### src/rtl/decoder_pkg.sv
// Shared decode helpers and mode constants for display-select blocks.
// Used by the registered N-to-2^N decoder and other display drivers.
package decoder_pkg;

    localparam logic MODE_DIRECT = 1'b0;
    localparam logic MODE_SCAN   = 1'b1;

    // Widest code onehot_decode supports; callers size-cast the result down.
    localparam int MAX_N = 8;
    localparam int MAX_W = 1 << MAX_N;

    function automatic int clog2(input int v);
        int r;
        for (r = 0; (1 << r) < v; r++) begin
        end
        return r;
    endfunction

    // Codes at or above 2^n decode to all zeros.
    function automatic logic [MAX_W-1:0] onehot_decode(input logic [MAX_N-1:0] code,
                                                       input int unsigned n);
        logic [MAX_W-1:0] v;
        v = '0;
        if (32'(code) < (32'd1 << n))
            v[code] = 1'b1;
        return v;
    endfunction

endpackage

### src/rtl/decoder_scan_nto2n_prescaler.sv
// Scan prescaler: counts run cycles 0..DIV-1 and flags the last one.
// clear has priority over run; with neither asserted the count holds.
module scan_prescaler
    import decoder_pkg::*;
#(
    parameter int DIV = 4
) (
    input  logic clk,
    input  logic reset,
    input  logic clear,
    input  logic run,
    output logic tick
);

    localparam int CW = (clog2(DIV) < 1) ? 1 : clog2(DIV);
    localparam logic [CW-1:0] LAST = CW'(DIV - 1);

    logic [CW-1:0] count_q;

    always_ff @(posedge clk) begin
        if (reset || clear)
            count_q <= '0;
        else if (run)
            count_q <= (count_q == LAST) ? '0 : count_q + CW'(1);
    end

    assign tick = run && (count_q == LAST);

endmodule

### src/rtl/decoder_scan_nto2n.sv
// Registered N-to-2^N one-hot decoder with direct and self-scanning modes.
// y, code and wrap are all flops; y is computed from the next code so it changes with code.
module decoder_scan_nto2n
    import decoder_pkg::*;
#(
    parameter int N          = 3,
    parameter int DIV        = 4,
    parameter int SCAN_LAST  = (1 << N) - 1,
    parameter int ACTIVE_LOW = 0
) (
    input  logic              clk,
    input  logic              reset,
    input  logic              en,
    input  logic              mode,
    input  logic [N-1:0]      x,
    output logic [(1<<N)-1:0] y,
    output logic [N-1:0]      code,
    output logic              wrap
);

    localparam int W = 1 << N;
    localparam logic [N-1:0] LAST_C   = N'(SCAN_LAST);
    localparam logic [W-1:0] DEASSERT = (ACTIVE_LOW != 0) ? {W{1'b1}} : {W{1'b0}};

    logic [N-1:0] code_q, code_d;
    logic         mode_q, mode_d;
    logic         wrap_q, wrap_d;
    logic [W-1:0] y_q, y_d;
    logic         clear, run, tick;
    logic [W-1:0] onehot;

    scan_prescaler #(.DIV(DIV)) u_prescaler (
        .clk   (clk),
        .reset (reset),
        .clear (clear),
        .run   (run),
        .tick  (tick)
    );

    // mode_q only follows mode while enabled, so a pause never looks like a scan entry.
    always_comb begin
        code_d = code_q;
        mode_d = mode_q;
        wrap_d = 1'b0;
        clear  = 1'b0;
        run    = 1'b0;
        if (en) begin
            mode_d = mode;
            if (mode == MODE_DIRECT) begin
                code_d = x;
                clear  = 1'b1;
            end else if (mode_q == MODE_DIRECT) begin
                code_d = '0;
                clear  = 1'b1;
            end else begin
                run = 1'b1;
                if (tick) begin
                    if (code_q >= LAST_C) begin
                        code_d = '0;
                        wrap_d = 1'b1;
                    end else begin
                        code_d = code_q + N'(1);
                    end
                end
            end
        end
        onehot = W'(onehot_decode(MAX_N'(code_d), N));
        y_d    = en ? (onehot ^ DEASSERT) : DEASSERT;
    end

    always_ff @(posedge clk) begin
        if (reset) begin
            code_q <= '0;
            mode_q <= MODE_DIRECT;
            wrap_q <= 1'b0;
            y_q    <= DEASSERT;
        end else begin
            code_q <= code_d;
            mode_q <= mode_d;
            wrap_q <= wrap_d;
            y_q    <= y_d;
        end
    end

    assign y    = y_q;
    assign code = code_q;
    assign wrap = wrap_q;

endmodule

### config.mk
export PLATFORM = sky130hd
export DESIGN_NAME = decoder_scan_nto2n
export DESIGN_NICKNAME = d
export VERILOG_FILES = /design/src/rtl/decoder_pkg.sv /design/src/rtl/decoder_scan_nto2n_prescaler.sv /design/src/rtl/decoder_scan_nto2n.sv
export SDC_FILE = /design/constraint.sdc
export NUM_CORES = 1
export LEC_CHECK = 0
export ABC_AREA = 0
export BUFFER_PORTS_ARGS = -buffer_cell sky130_fd_sc_hd__buf_4
export CORE_MARGIN = 1.5
export CORE_UTILIZATION = 33
export CTS_BUF_LIST = sky130_fd_sc_hd__clkbuf_2 sky130_fd_sc_hd__clkbuf_4 sky130_fd_sc_hd__clkbuf_8
export CTS_CLUSTER_SIZE = 24
export DETAILED_ROUTE_END_ITERATION = 7
export PLACE_DENSITY_LB_ADDON = 0.1
export SLEW_MARGIN = 25
export SYNTH_ARGS = -nofsm -noshare
export SYNTH_HDL_FRONTEND = slang
export SYNTH_HIERARCHICAL = 1
export SYNTH_SLANG_ARGS = --single-unit
### constraint.sdc
create_clock -name clk -period 3.5 [get_ports clk]
set_input_delay 0.175 -clock clk [delete_from_list [all_inputs] [get_ports clk]]
set_output_delay 0.175 -clock clk [all_outputs]
set_load 0.05 [all_outputs]
Word level (Yosys, flattened, before mapping). Index checks and enable logic that the tools add are counted.

Reduce and logical (&&, ||, !) cells: 5. $lt $le $gt $ge: 3. Mux-type cells: 15. Equal/unequal tests: 1. Bitwise operators: 4. $add $sub $neg: 2.

Operators by type and width (number): $mux 3 (5); $lt 3x9->1 const B (1); $mux 1 (8); $reduce_or 5->1 (1); $not 1->1 (4); $add 3x1->3 const B (1); $demux 1 s3 (1); $ge 3x1->1 const B (1); $ge 3x3->1 const B (1); $add 2x1->2 const B (1); $eq 2x2->1 const B (1); $logic_and 1x1->1 (2); $mux 2 (1); $reduce_or 2->1 (1); $logic_or 1x1->1 (1).

Input bits: 7. Output and inout port bits: 12. Register bits after elaboration: 15. Word-level logic and storage cells: 35.

Logic depth before layout (Yosys ltp). Gate-level depths: netlist of run 1.

Word-level depth: 12. Mapped depth: 7. Depth with buffers taken out: 6.

By module. The synthesis of run 1 kept the hierarchy.

Modules (own cells, without submodules): decoder_scan_nto2n (sequential area each 260.2 um^2, area an instance 561.8 um^2, cells each 59, times used 1); scan_prescaler (sequential area each 40.0 um^2, area an instance 101.3 um^2, cells each 9, times used 1).

Least setup slack after synthesis of run 1. Ideal clock, no wire load.

Kind: register -> register. From: register code_q[0] (netlist: code[0]). To: register y_q[6] (netlist: y[6]). Stages on the path, launching flop included: 7. Required time: 3.422 ns. Setup time: 0.078 ns. Slack: 1.710 ns. Data arrival time: 1.711 ns. Period minus slack after synthesis: 1.790 ns. Buffers on the path: 0. Cells stage by stage: dfxtp_1 -> ha_1 -> ha_1 -> a31oi_1 -> nand4_1 -> a31o_2 -> nor3_1.

Longest elaborated chain between the ends: 10. Elaborated cells between the ends (all ways): 12. Those cells by class: add/sub: 1; order compare: 3; mux: 7; reduce/logical: 1.

Ends and longest elaborated chain: start, declared (line decoder_scan_nto2n.sv:25) `logic [N-1:0] code_q, code_d;`; start signal, assigned (line decoder_scan_nto2n.sv:78) `code_q <= code_d;`; $add 3x1->3 / $ge 3x3->1 (equally long branches) (line decoder_scan_nto2n.sv:62, decoder_scan_nto2n.sv:58); $mux 3 (line decoder_scan_nto2n.sv:58) `if (code_q >= LAST_C) begin`; $mux 3 (line decoder_scan_nto2n.sv:57) `if (tick) begin`; $mux 3 (line decoder_scan_nto2n.sv:52) `end else if (mode_q == MODE_DIRECT) begin`; $mux 3 (line decoder_scan_nto2n.sv:49) `if (mode == MODE_DIRECT) begin`; $mux 3 (*) (line decoder_scan_nto2n.sv:47) `if (en) begin`; $lt 3x9->1 (not written as such) / $ge 3x1->1 (equally long branches) (line decoder_pkg.sv:25) `v[code] = 1'b1;`; $logic_and 1x1->1 (not written as such) (line decoder_pkg.sv:25); $mux 1 (not written as such) (line decoder_pkg.sv:25); $demux 1 s3 (*) (line decoder_pkg.sv:25); end signal, assigned (line decoder_scan_nto2n.sv:81) `y_q <= y_d;`; end, declared (line decoder_scan_nto2n.sv:28) `logic [W-1:0] y_q, y_d;`.

Every way passes the cells marked *; elsewhere a longest branch is shown, timed or not. A chain may end at the register's enable or synchronous reset.

Final worst setup path of run 1.
From: register mode_q. To: register y_q[1] (netlist: y[1]).

Longest elaborated chain between the ends: 12. Elaborated cells between the ends (all ways): 13. Those cells by class: order compare: 2; mux: 9; reduce/logical: 2.

Ends and longest elaborated chain: start, declared (line decoder_scan_nto2n.sv:26) `logic mode_q, mode_d;`; start signal, assigned (line decoder_scan_nto2n.sv:79) `mode_q <= mode_d;`; $mux 1 (*) (line decoder_scan_nto2n.sv:52); $mux 1 (*) (line decoder_scan_nto2n.sv:49); $mux 1 (*) (line decoder_scan_nto2n.sv:47); named net run (line decoder_scan_nto2n.sv:29) `logic clear, run, tick;`; $logic_and 1x1->1 (*) (line decoder_scan_nto2n_prescaler.sv:27) `assign tick = run && (count_q == LAST);`; named net tick (line decoder_scan_nto2n.sv:29); $mux 3 (*) (line decoder_scan_nto2n.sv:57); $mux 3 (*) (line decoder_scan_nto2n.sv:52); $mux 3 (*) (line decoder_scan_nto2n.sv:49); $mux 3 (*) (line decoder_scan_nto2n.sv:47); $lt 3x9->1 (not written as such) / $ge 3x1->1 (equally long branches) (line decoder_pkg.sv:25); $logic_and 1x1->1 (not written as such) (line decoder_pkg.sv:25); $mux 1 (not written as such) (line decoder_pkg.sv:25); $demux 1 s3 (*) (line decoder_pkg.sv:25).

The timed path passes the listed nets; every way through them passes the cells marked *.

==> key figures, run 1 <==
Layout
  • Final core occ: 44.5%
  • Synth-to-Final Area Change: 29.1%
  • Fillers: between 200 and 250
  • Ratio of cells with drive above 1 in the final layout: between 30% and 40%
  • Post-layout instance count excluding filler cells: 116
  • Nets: 100
  • ANT cells: 0

Clock network
  • CTS H-tree lvls: 1
  • Postcts setup bufs: 0
  • Worst skew pair latency: 0.28 ns
  • CTS resizes: 0
  • Root buf cell: clkbuf_4
  • Clk slew on worst S/H paths: 0.09 ns
  • Num CTS Buffers: 3
  • Clock Path Buffers: 2
  • CTS sink cnt: 15
  • Post-CTS Hold Fix Bufs: 0
  • CTS tree: done

Critical path
  • CP Capture Type: flop
  • Crit path DAT: 2.06 ns
  • WP data required: about 3.7 ns
  • Crit start category: flop
  • Buf/Inv on CP: 0
  • Critical Path, Cell by Cell: and3_1 > and2_1 > nor3b_2 > o31ai_2 > or3b_1 > nor2_1
  • Worst-path fanout max: 7
  • Largest stage delay on the critical path: 0.40 ns
  • Top delay family on crit path: simple AND/OR/NAND/NOR gates
  • Crit Path Class: flop to flop
  • Slowest cell on the critical path: or3b_1

Die
  • Die Wd: 47.8 um
  • Ports: 19
  • FP Rows: 16
  • Total die area: 2290 um2
  • Initial Utilization: between 30% and 40%
  • Core Footprint: 1920 um2
  • Die height: 47.8 um

Pwr
  • Power share of the sequential group: 53.9%
  • Power Dens Cells: 389 nW/um2
  • P_sw: 95.0 uW
  • P_int: approximately 240 uW
  • Gate power share: 15.8%
  • Clock share of power: 30.3%
  • Worst vdd ir: 0.234 mV
  • Leakage: 0.000364 uW
  • Net Sw Frac: approximately 29%

STA
  • RSZ-0062 raised after global routing: false
  • Final Max Slew Viols: 0
  • Max Fclk: 0.543 GHz
  • Hold Slack: 0.102 ns
  • Final hold vios: 0
  • Final period utilization: a little over half
  • Final setup fails: 0
  • Final min period: 1.84 ns
  • Setup TNS: 0 ns
  • Slew @ Worst Pin: 0.361 ns
  • Worst Skew: about 0.0023 ns
  • Max transition margin: approximately 76%

Yosys
  • Top-count cell post-synth: dfxtp_1
  • Post-Syn Area: 663 um2
  • Synth area leaders: dfxtp_1 (45%), ha_1 (5.7%), nor2_1 (5.1%)
  • Flops & latches, synth: 15
  • Post-synth net total: 78
  • Async S/R FF share, synth: 0%
  • Largest area contributor in the netlist: dfxtp_1
  • Syn_area_per_cell: 9.75 um2
  • Synth top area share: 45.3%
  • Top_reg_cell synth: dfxtp_1
  • Top cells by count, synth: dfxtp_1 (15), nor2_1 (9), nor3_1 (5)
  • Synth warn: 6
  • Mapped Cells: 68
  • Post-synthesis sequential area ratio: ~45%
  • Post-synth EDFFs: 0
  • Post-synthesis cell type count: 29

Place
  • IO buf count: 18
  • Placed insts: 112
  • Placer Congestion: 0.730
  • Half-perimeter wire length after placement: 1.01 mm

Global route
  • Global-route wire length before repair: 1.99 mm
  • All-layer global routing usage: 13.5%
  • Aggregate global routing overflow: 0
  • Largest net degree at the start of global routing: 13
  • Vias in the first global route: 430
  • Initial antenna violation count: 0

Route
  • Initial DRC count: 9
  • Final wirelength: 1.32 mm
  • DRT Pass-1 Iters: 4
  • Post-route ant nets: 0
  • DR WL/cell: around 11 um
  • DRC errors left: 0
  • DR vias/cell: 4.91
  • Via count: 569

Job
  • Max-cap check violation count: 0

Min path
  • Hold crit path type: input port to flop

Run status
  • Outcome: complete, no violations
[power groups by stage]
stage / Clock, uW / Sequential, uW / Combinational [uW]
after floorplan: 0 / 196 / 22.0
after global placement: 0 / 183 / 53.8
after detailed placement: 0 / 184 / 53.1
after CTS: 103 / 180 / 53.3
after global routing: 115 / 180 / 57.1
final: 101 / 180 / 52.7
[final timing paths]
kind                                  startpoint                             endpoint  slack, ns  depth (start not counted)
max                          mode_q$_SDFFE_PP0P_                      y[1]$_SDFF_PP0_       1.66                          6
min reg2reg  u_prescaler/count_q[0]$_SDFFE_PP0P_  u_prescaler/count_q[0]$_SDFFE_PP0P_       0.51                          2
min                                        reset  u_prescaler/count_q[0]$_SDFFE_PP0P_       0.10                          2
max reg2reg                  mode_q$_SDFFE_PP0P_                      y[1]$_SDFF_PP0_       1.66                          6
[stage by stage]
step	area, um2	total power, uW	setup slack [ns]
6_report	856	333	1.66
2_1_floorplan	663	218	1.71
5_1_grt	856	352	1.55
4_1_cts	856	336	1.66
3_3_place_gp	828	237	1.68
3_5_place_dp	828	237	1.69
[per-layer routing]
metal  GRT usage, %  up-vias  wire (um)
li1               -      288          -
met1           17.6      265        643
met2           18.9       14        595
met3           4.91        2         70
met4           8.11        0         14
met5              0        -          0
[final cells by class]
type | instances | area, um2 | area share, %
clock buffers | 3 | 22.5 | 2.63
clock inverters | 1 | 5.00 | 0.585
inverters | 2 | 7.51 | 0.877
multi-input cells | 50 | 352 | 41.1
flip-flops and latches | 15 | 300 | 35.1
well taps | 27 | 33.8 | 3.95
repair buffers | 18 | 135 | 15.8
[cells in the final DEF (no fill, tap or decap), drive strengths merged]
cell type,netlist,final
buf,0,18
dfxtp,15,15
nor2,9,9
nor3,5,5
nand2,3,3
and2,3,3
mux2i,3,3
ha,3,3
clkbuf,1,3
o21ai,3,3
a31oi,2,2
inv,2,2
nor2b,2,2
or3b,2,2
nand2b,2,2
a211oi,2,2
and3,1,1
nand4,1,1
a32oi,1,1
a31o,1,1
a22o,1,1
nor3b,1,1
mux2,1,1
o31ai,1,1
nand3b,1,1
a22oi,1,1
nor4b,1,1
clkinv,0,1
[cells by family after synthesis]
| family | count (synthesis) | synth area share [%] |
|---|---|---|
| adder cells (fa/ha/maj) | 3 | 5.66 |
| flip-flops | 15 | 45.3 |
| AO/OA/AOI/OAI | 12 | 14.2 |
| multiplexers | 4 | 6.79 |
| buffers and inverters | 3 | 1.70 |
| AND/OR/NAND/NOR | 31 | 26.4 |
[flip-flops by register name, indices dropped and copies added (netlist names)]
| name | flops |
|---|---|
| mode_q | 1 |
| y | 8 |
| u_prescaler/count_q | 2 |
| wrap | 1 |
| code | 3 |
No activity file was read; power rests on OpenSTA's default activity.
==> run 2, diff against run 1 <==
==> constraint.sdc (replaced) <==
create_clock -name clk -period 1.9 [get_ports clk]
set_input_delay 0.095 -clock clk [delete_from_list [all_inputs] [get_ports clk]]
set_output_delay 0.095 -clock clk [all_outputs]
set_load 0.05 [all_outputs]
==> run 2 against run 1 <==
- clock power is 72% higher
- combinational power increased by 95%
- wire length grew 2.9%
- core utilization up 0.91 points
- sequential share of layout area down 0.70 points
- largest power group unchanged
- highest routed layer unchanged
- first-iteration DRC count down 33%
- register-to-register slack worse by 1.5 ns
- hold slack lost 0.068 ns
- non-clock buffer count grew 2
- total power up 83%
==> key figures, run 2 (synthesis results as in run 1) <==
Critical path
  • Slowest cell on the critical path: dfxtp_1
  • Stages on worst setup path: 6 (unchanged)
  • Crit start category: flop
  • Critical Path, Cell by Cell: and3_2 > and2_2 > nor3b_2 > o31ai_2 > or3b_1 > nor2_1
  • Top delay family on crit path: simple AND/OR/NAND/NOR gates
  • Largest stage delay on the critical path: 0.40 ns (about the same)
  • WP data required: 2.12 ns (-1.60 ns)
  • Worst-path fanout max: 7 (unchanged)
  • Reg2Reg Depth: 6 (unchanged)
  • Buf/Inv on CP: 0 (unchanged)
  • CP Capture Type: flop
  • Crit Path Class: flop to flop
  • Crit path DAT: 1.95 ns (-0.11 ns)

Die
  • Die height: 47.8 um (unchanged)
  • Ports: 19 (unchanged)
  • Die Wd: 47.8 um (unchanged)
  • Core Footprint: 1920 um2 (unchanged)
  • FP Rows: 16 (unchanged)
  • Total die area: 2290 um2 (unchanged)
  • Initial Utilization: 34.5% (unchanged)

Clock network
  • CTS H-tree lvls: 1 (unchanged)
  • Num CTS Buffers: 3 (unchanged)
  • CTS tree: done
  • CTS sink cnt: 15 (unchanged)
  • Clk slew on worst S/H paths: 0.08 ns (about the same)
  • Clock Path Buffers: 2 (unchanged)
  • Post-CTS Hold Fix Bufs: 0 (unchanged)
  • Root buf cell: clkbuf_4
  • Worst skew pair latency: 0.28 ns (about the same)

Layout
  • Final Cell Area: 873 um2 (+2.0%)
  • Commonest cells after routing, fill and taps aside: buf_4 (20), dfxtp_1 (15), nor2_1 (9), nor3_1 (5)
  • Final core occ: 45.4% (+0.91 points)
  • ANT cells: 0 (unchanged)
  • Post-layout instance count excluding filler cells: 118 (+1.7%)
  • Max reg flops: 8 (unchanged)
  • Nets: 102 (+2.0%)
  • Synth-to-Final Area Change: 31.7%
  • Footprint of the multi-input gates: 354 um2 (+0.71%)
  • Fillers: 200 (-2.9%)
  • Register area: 300 um2 (unchanged)
  • Commonest non-fill, non-tap cell in the layout: buf_4
  • Ratio of cells with drive above 1 in the final layout: 35.2% (+3.7 points)

Place
  • Placed insts: 114 (+1.8%)
  • IO buf count: 18 (unchanged)
  • Half-perimeter wire length after placement: 1.06 mm (+5.2%)
  • Area after DPL: 843 um2 (+1.8%)
  • Placer Congestion: 0.744 (+1.9%)

Route
  • Initial DRC count: 6 (-3)
  • Final wirelength: 1.36 mm (+2.9%)
  • DR vias/cell: 4.78 (-2.6%)
  • Post-route ant nets: 0 (unchanged)
  • Via count: 564 (-0.88%)
  • DRT Pass-1 Iters: 4 (unchanged)
  • DR WL/cell: 11.5 um (+1.1%)
  • DRC errors left: 0 (unchanged)

Global route
  • Largest net degree at the start of global routing: 12 (-1)
  • All-layer global routing usage: 13.9% (+0.36 points)
  • Vias in the first global route: 472 (+9.8%)
  • Global-route wire length before repair: 2.14 mm (+7.6%)
  • Aggregate global routing overflow: 0 (unchanged)
  • Initial antenna violation count: 0 (unchanged)

Min path
  • WHS Path Cells: 2 (unchanged)
  • Hold crit path type: input port to flop

STA
  • Final period utilization: 91.2% (+39 points)
  • Final Max Slew Viols: 0 (unchanged)
  • Max Fclk: 0.577 GHz (+6.3%)
  • Slew @ Worst Pin: 0.303 ns (-0.0581 ns)
  • RSZ-0062 raised after global routing: false
  • Worst Skew: 0.00343 ns (+0.00114 ns)
  • Setup TNS: 0 ns (unchanged)
  • Final hold vios: 0 (unchanged)
  • Max transition margin: 79.7% (+3.9 points)
  • Final setup fails: 0 (unchanged)
  • Final min period: 1.73 ns (-0.108 ns)

Pwr
  • Total power: 608 uW (+83%)
  • Worst vdd ir: 0.601 mV (+160%)
  • Power Dens Cells: 696 nW/um2 (+79%)
  • Leakage: 0.000375 uW (+2.8%)

Run status
  • Outcome: complete, no violations

Job
  • Max-cap check violation count: 0 (unchanged)
==> run 2: changes by cell type in the layout (fill, tap and decap cells not counted), sizes merged <==
cell  previous run  this run
buf             18        20
==> run 2: area by class of cell <==
cell class | count | share of cell area (%)
clock buffers | 3 | 2.58
inverters | 2 | 0.860
well taps | 27 | 3.87
repair buffers | 20 | 17.2
flip-flops and latches | 15 | 34.4
multi-input cells | 50 | 40.5
clock inverters | 1 | 0.573
==> run 2: metrics by stage <==
step	setup slack [ns]	hold slack, ns
floorplan	0.110	0.160
global placement	0.201	0.335
detailed placement	0.113	0.334
CTS	0.0803	0.0295
global route	0.0267	0.0168
finish	0.168	0.0343
==> run 2: timing repair <==
item | 4_1_cts | 5_1_grt
endpoints found under the hold margin | 0 | 0
endpoints found under the setup margin | 0 | 6
gates resized for setup | 0 | 2
buffers inserted | 0 | 0
==> run 2: report_power, final <==
| part | switching [uW] | leakage, uW | internal [uW] |
|---|---|---|---|
| Clock | 96.1 | 0.0000177 | 78.1 |
| Sequential | 8.24 | 0.000122 | 323 |
| Combinational | 61.5 | 0.000235 | 41.2 |
| Total | 166 | 0.000375 | 442 |
==> run 2: worst paths after layout <==
path / endpoint / slack, ns / start
max: y[1]$_SDFF_PP0_ / 0.17 / mode_q$_SDFFE_PP0P_
min: u_prescaler/count_q[0]$_SDFFE_PP0P_ / 0.03 / reset
max reg2reg: y[1]$_SDFF_PP0_ / 0.17 / mode_q$_SDFFE_PP0P_
min reg2reg: u_prescaler/count_q[0]$_SDFFE_PP0P_ / 0.52 / u_prescaler/count_q[0]$_SDFFE_PP0P_
==> run 2: layer usage <==
layer / vias up / global-route usage [%] / routed length, um
met5: - / 0 / 0
met4: 0 / 3.24 / 8
met3: 2 / 6.42 / 94
met2: 13 / 20.8 / 593
met1: 259 / 18.2 / 665
li1: 290 / - / -
==> run 2: worst reg2reg max path, stage by stage, from the launching register on <==
cell and delay (ns):
dfxtp_1 0.40, and3_2 0.24, and2_2 0.23, nor3b_2 0.20, o31ai_2 0.11, or3b_1 0.40, nor2_1 0.09
==> run 3, diff against run 2 <==
==> constraint.sdc (replaced) <==
create_clock -name clk -period 1.9 [get_ports clk]
set_input_delay 0.19 -clock clk [delete_from_list [all_inputs] [get_ports clk]]
set_output_delay 0.19 -clock clk [all_outputs]
set_load 0.05 [all_outputs]
==> run 3 against run 2 <==
- die area stayed put
- flip-flop and latch count did not move
- sequential share of layout area fell by 0.15 points
- count of clock-buffer cells in the layout unchanged
- first-iteration DRC count up 100%
- register-to-register slack gained 0.04 ns
- sequential power barely moved
- global-route usage grew 0.68 points
- non-clock buffer count unchanged
- setup slack improved by 0.039 ns
- final cell count unchanged
- cell area grew 0.43%
- largest cell class unchanged
==> key figures, run 3 (synthesis results as in run 1) <==
Critical path
  • Largest stage delay on the critical path: 0.40 ns (about the same)
  • WP data required: 2.12 ns (about the same)
  • Buf/Inv on CP: 0 (unchanged)
  • Worst setup path start: mode_q$_SDFFE_PP0P_
  • Reg2Reg Depth: 6 (unchanged)
  • Crit Path Class: flop to flop
  • Critical Path, Cell by Cell: and3_4 > and2_2 > nor3b_2 > o31ai_2 > or3b_1 > nor2_1
  • CP Capture Type: flop
  • Reg-to-Reg Start: mode_q$_SDFFE_PP0P_
  • Critical Path Sink: y[1]$_SDFF_PP0_
  • Stages on worst setup path: 6 (unchanged)
  • RR Endpoint: y[1]$_SDFF_PP0_
  • Worst-path fanout max: 7 (unchanged)
  • Slowest cell on the critical path: dfxtp_1
  • Top delay family on crit path: simple AND/OR/NAND/NOR gates
  • Crit path DAT: 1.92 ns (-0.03 ns)
  • Crit start category: flop
  • Reg2Reg Setup Slack: 0.21 ns (+0.04 ns)

STA
  • Worst Skew: 0.00311 ns (-0.000319 ns)
  • Final setup fails: 0 (unchanged)
  • Setup TNS: 0 ns (unchanged)
  • Hold Slack: 0.134 ns (+0.0996 ns)
  • Final Max Slew Viols: 0 (unchanged)
  • Slew @ Worst Pin: 0.300 ns (-0.00311 ns)
  • Final period utilization: 89.1% (-2.0 points)
  • Final min period: 1.69 ns (-0.0388 ns)
  • Max transition margin: 79.9% (+0.21 points)
  • Max Fclk: 0.590 GHz (+2.3%)
  • Final hold vios: 0 (unchanged)
  • RSZ-0062 raised after global routing: false

Clock network
  • Root buf cell: clkbuf_4
  • Postcts setup bufs: 0 (unchanged)
  • CTS sink cnt: 15 (unchanged)
  • Clock Path Buffers: 2 (unchanged)
  • CTS resizes: 0 (unchanged)
  • CTS H-tree lvls: 1 (unchanged)
  • Worst skew pair latency: 0.28 ns (about the same)
  • Clk slew on worst S/H paths: 0.09 ns (about the same)
  • CTS tree: done
  • Post-CTS Hold Fix Bufs: 0 (unchanged)
  • Num CTS Buffers: 3 (unchanged)

Die
  • Ports: 19 (unchanged)
  • Total die area: 2290 um2 (unchanged)
  • FP Rows: 16 (unchanged)
  • Die Wd: 47.8 um (unchanged)
  • Die height: 47.8 um (unchanged)
  • Core Footprint: 1920 um2 (unchanged)
  • Initial Utilization: 34.5% (unchanged)

Layout
  • Commonest non-fill, non-tap cell in the layout: buf_4
  • Nets: 102 (unchanged)
  • Ratio of cells with drive above 1 in the final layout: 35.2% (unchanged)
  • ANT cells: 0 (unchanged)
  • Synth-to-Final Area Change: 32.3%
  • Commonest cells after routing, fill and taps aside: buf_4 (20), dfxtp_1 (15), nor2_1 (9), nor3_1 (5)
  • Max reg flops: 8 (unchanged)
  • Final core occ: 45.6% (+0.20 points)

Place
  • Placer Congestion: 0.744 (unchanged)
  • IO buf count: 18 (unchanged)
  • Half-perimeter wire length after placement: 1.05 mm (-0.44%)

Pwr
  • Power Dens Cells: 696 nW/um2 (about the same)
  • Gate power share: 17.0% (about the same)
  • P_sw: 168 uW (+1.2%)
  • Clock share of power: 28.8% (about the same)
  • Leakage: 0.000373 uW (-0.36%)
  • Power share of the sequential group: 54.2% (-0.2 points)
  • Worst vdd ir: 0.383 mV (-36%)
  • Net Sw Frac: 27.5% (+0.23 points)
  • P_int: 442 uW (about the same)

Route
  • Via count: 568 (+0.71%)
  • Final wirelength: 1.36 mm (-0.15%)
  • DRT Pass-1 Iters: 4 (unchanged)
  • DR WL/cell: 11.5 um (-0.15%)
  • DR vias/cell: 4.81 (+0.71%)
  • Post-route ant nets: 0 (unchanged)
  • DRC errors left: 0 (unchanged)
  • Initial DRC count: 12 (+6)

Min path
  • Hold crit path type: input port to flop

Global route
  • Aggregate global routing overflow: 0 (unchanged)
  • All-layer global routing usage: 14.5% (+0.68 points)
  • Global-route wire length before repair: 2.24 mm (+4.8%)
  • Largest net degree at the start of global routing: 12 (unchanged)
  • Vias in the first global route: 496 (+5.1%)
  • Initial antenna violation count: 0 (unchanged)

Job
  • Max-cap check violation count: 0 (unchanged)

Run status
  • Outcome: complete, no violations
==> run 3: cell counts in the layout (fill, tap and decap cells not counted) <==
Identical to the previous run, type by type.
==> run 3: worst min-delay path by stage <==
stage	startpoint	endpoint	depth (start not counted)
final	reset	u_prescaler/count_q[0]$_SDFFE_PP0P_	2
after global routing	reset	u_prescaler/count_q[0]$_SDFFE_PP0P_	2
after CTS	reset	u_prescaler/count_q[0]$_SDFFE_PP0P_	2
after detailed placement	reset	u_prescaler/count_q[0]$_SDFFE_PP0P_	2
after global placement	reset	u_prescaler/count_q[0]$_SDFFE_PP0P_	2
after floorplan	reset	u_prescaler/count_q[0]$_SDFFE_PP0P_	1
==> run 3: routing by layer <==
metal / vias to the layer above / global-route usage [%] / part of all wire, %
met5: - / 0 / 0
met4: 0 / 3.24 / 0
met1: 260 / 19.5 / 48
met3: 0 / 6.04 / 7.7
met2: 17 / 21.9 / 44
li1: 291 / - / -
==> run 3: layout make-up <==
class	count	area [um2]
clock buffers	3	22.5
clock inverters	1	5.00
fillers	203	1040
inverters	2	7.51
multi-input cells	50	358
flip-flops and latches	15	300
well taps	27	33.8
repair buffers	20	150
==> run 3: power groups by stage <==
stage	registers [uW]	logic (uW)	clock network (uW)
after floorplan	361	40.6	0
after global placement	338	104	0
after detailed placement	338	103	0
after CTS	331	104	184
after global routing	333	113	203
final	331	104	175
==> run 3: per-stage QoR <==
stage | cells | cell area, um2 | total power, uW | worst slack [ns]
finish | 118 | 877 | 610 | 0.206
detailed placement | 114 | 843 | 442 | 0.134
global placement | 114 | 843 | 442 | 0.201
floorplan | 68 | 663 | 402 | 0.110
global route | 118 | 877 | 650 | 0.0391
CTS | 118 | 871 | 619 | 0.102
==> run 3: worst register-to-register path, cell delays in order (launching register included) <==
cell	delay (ns)
dfxtp_1	0.40
and3_4	0.22
and2_2	0.22
nor3b_2	0.20
o31ai_2	0.11
or3b_1	0.40
nor2_1	0.09
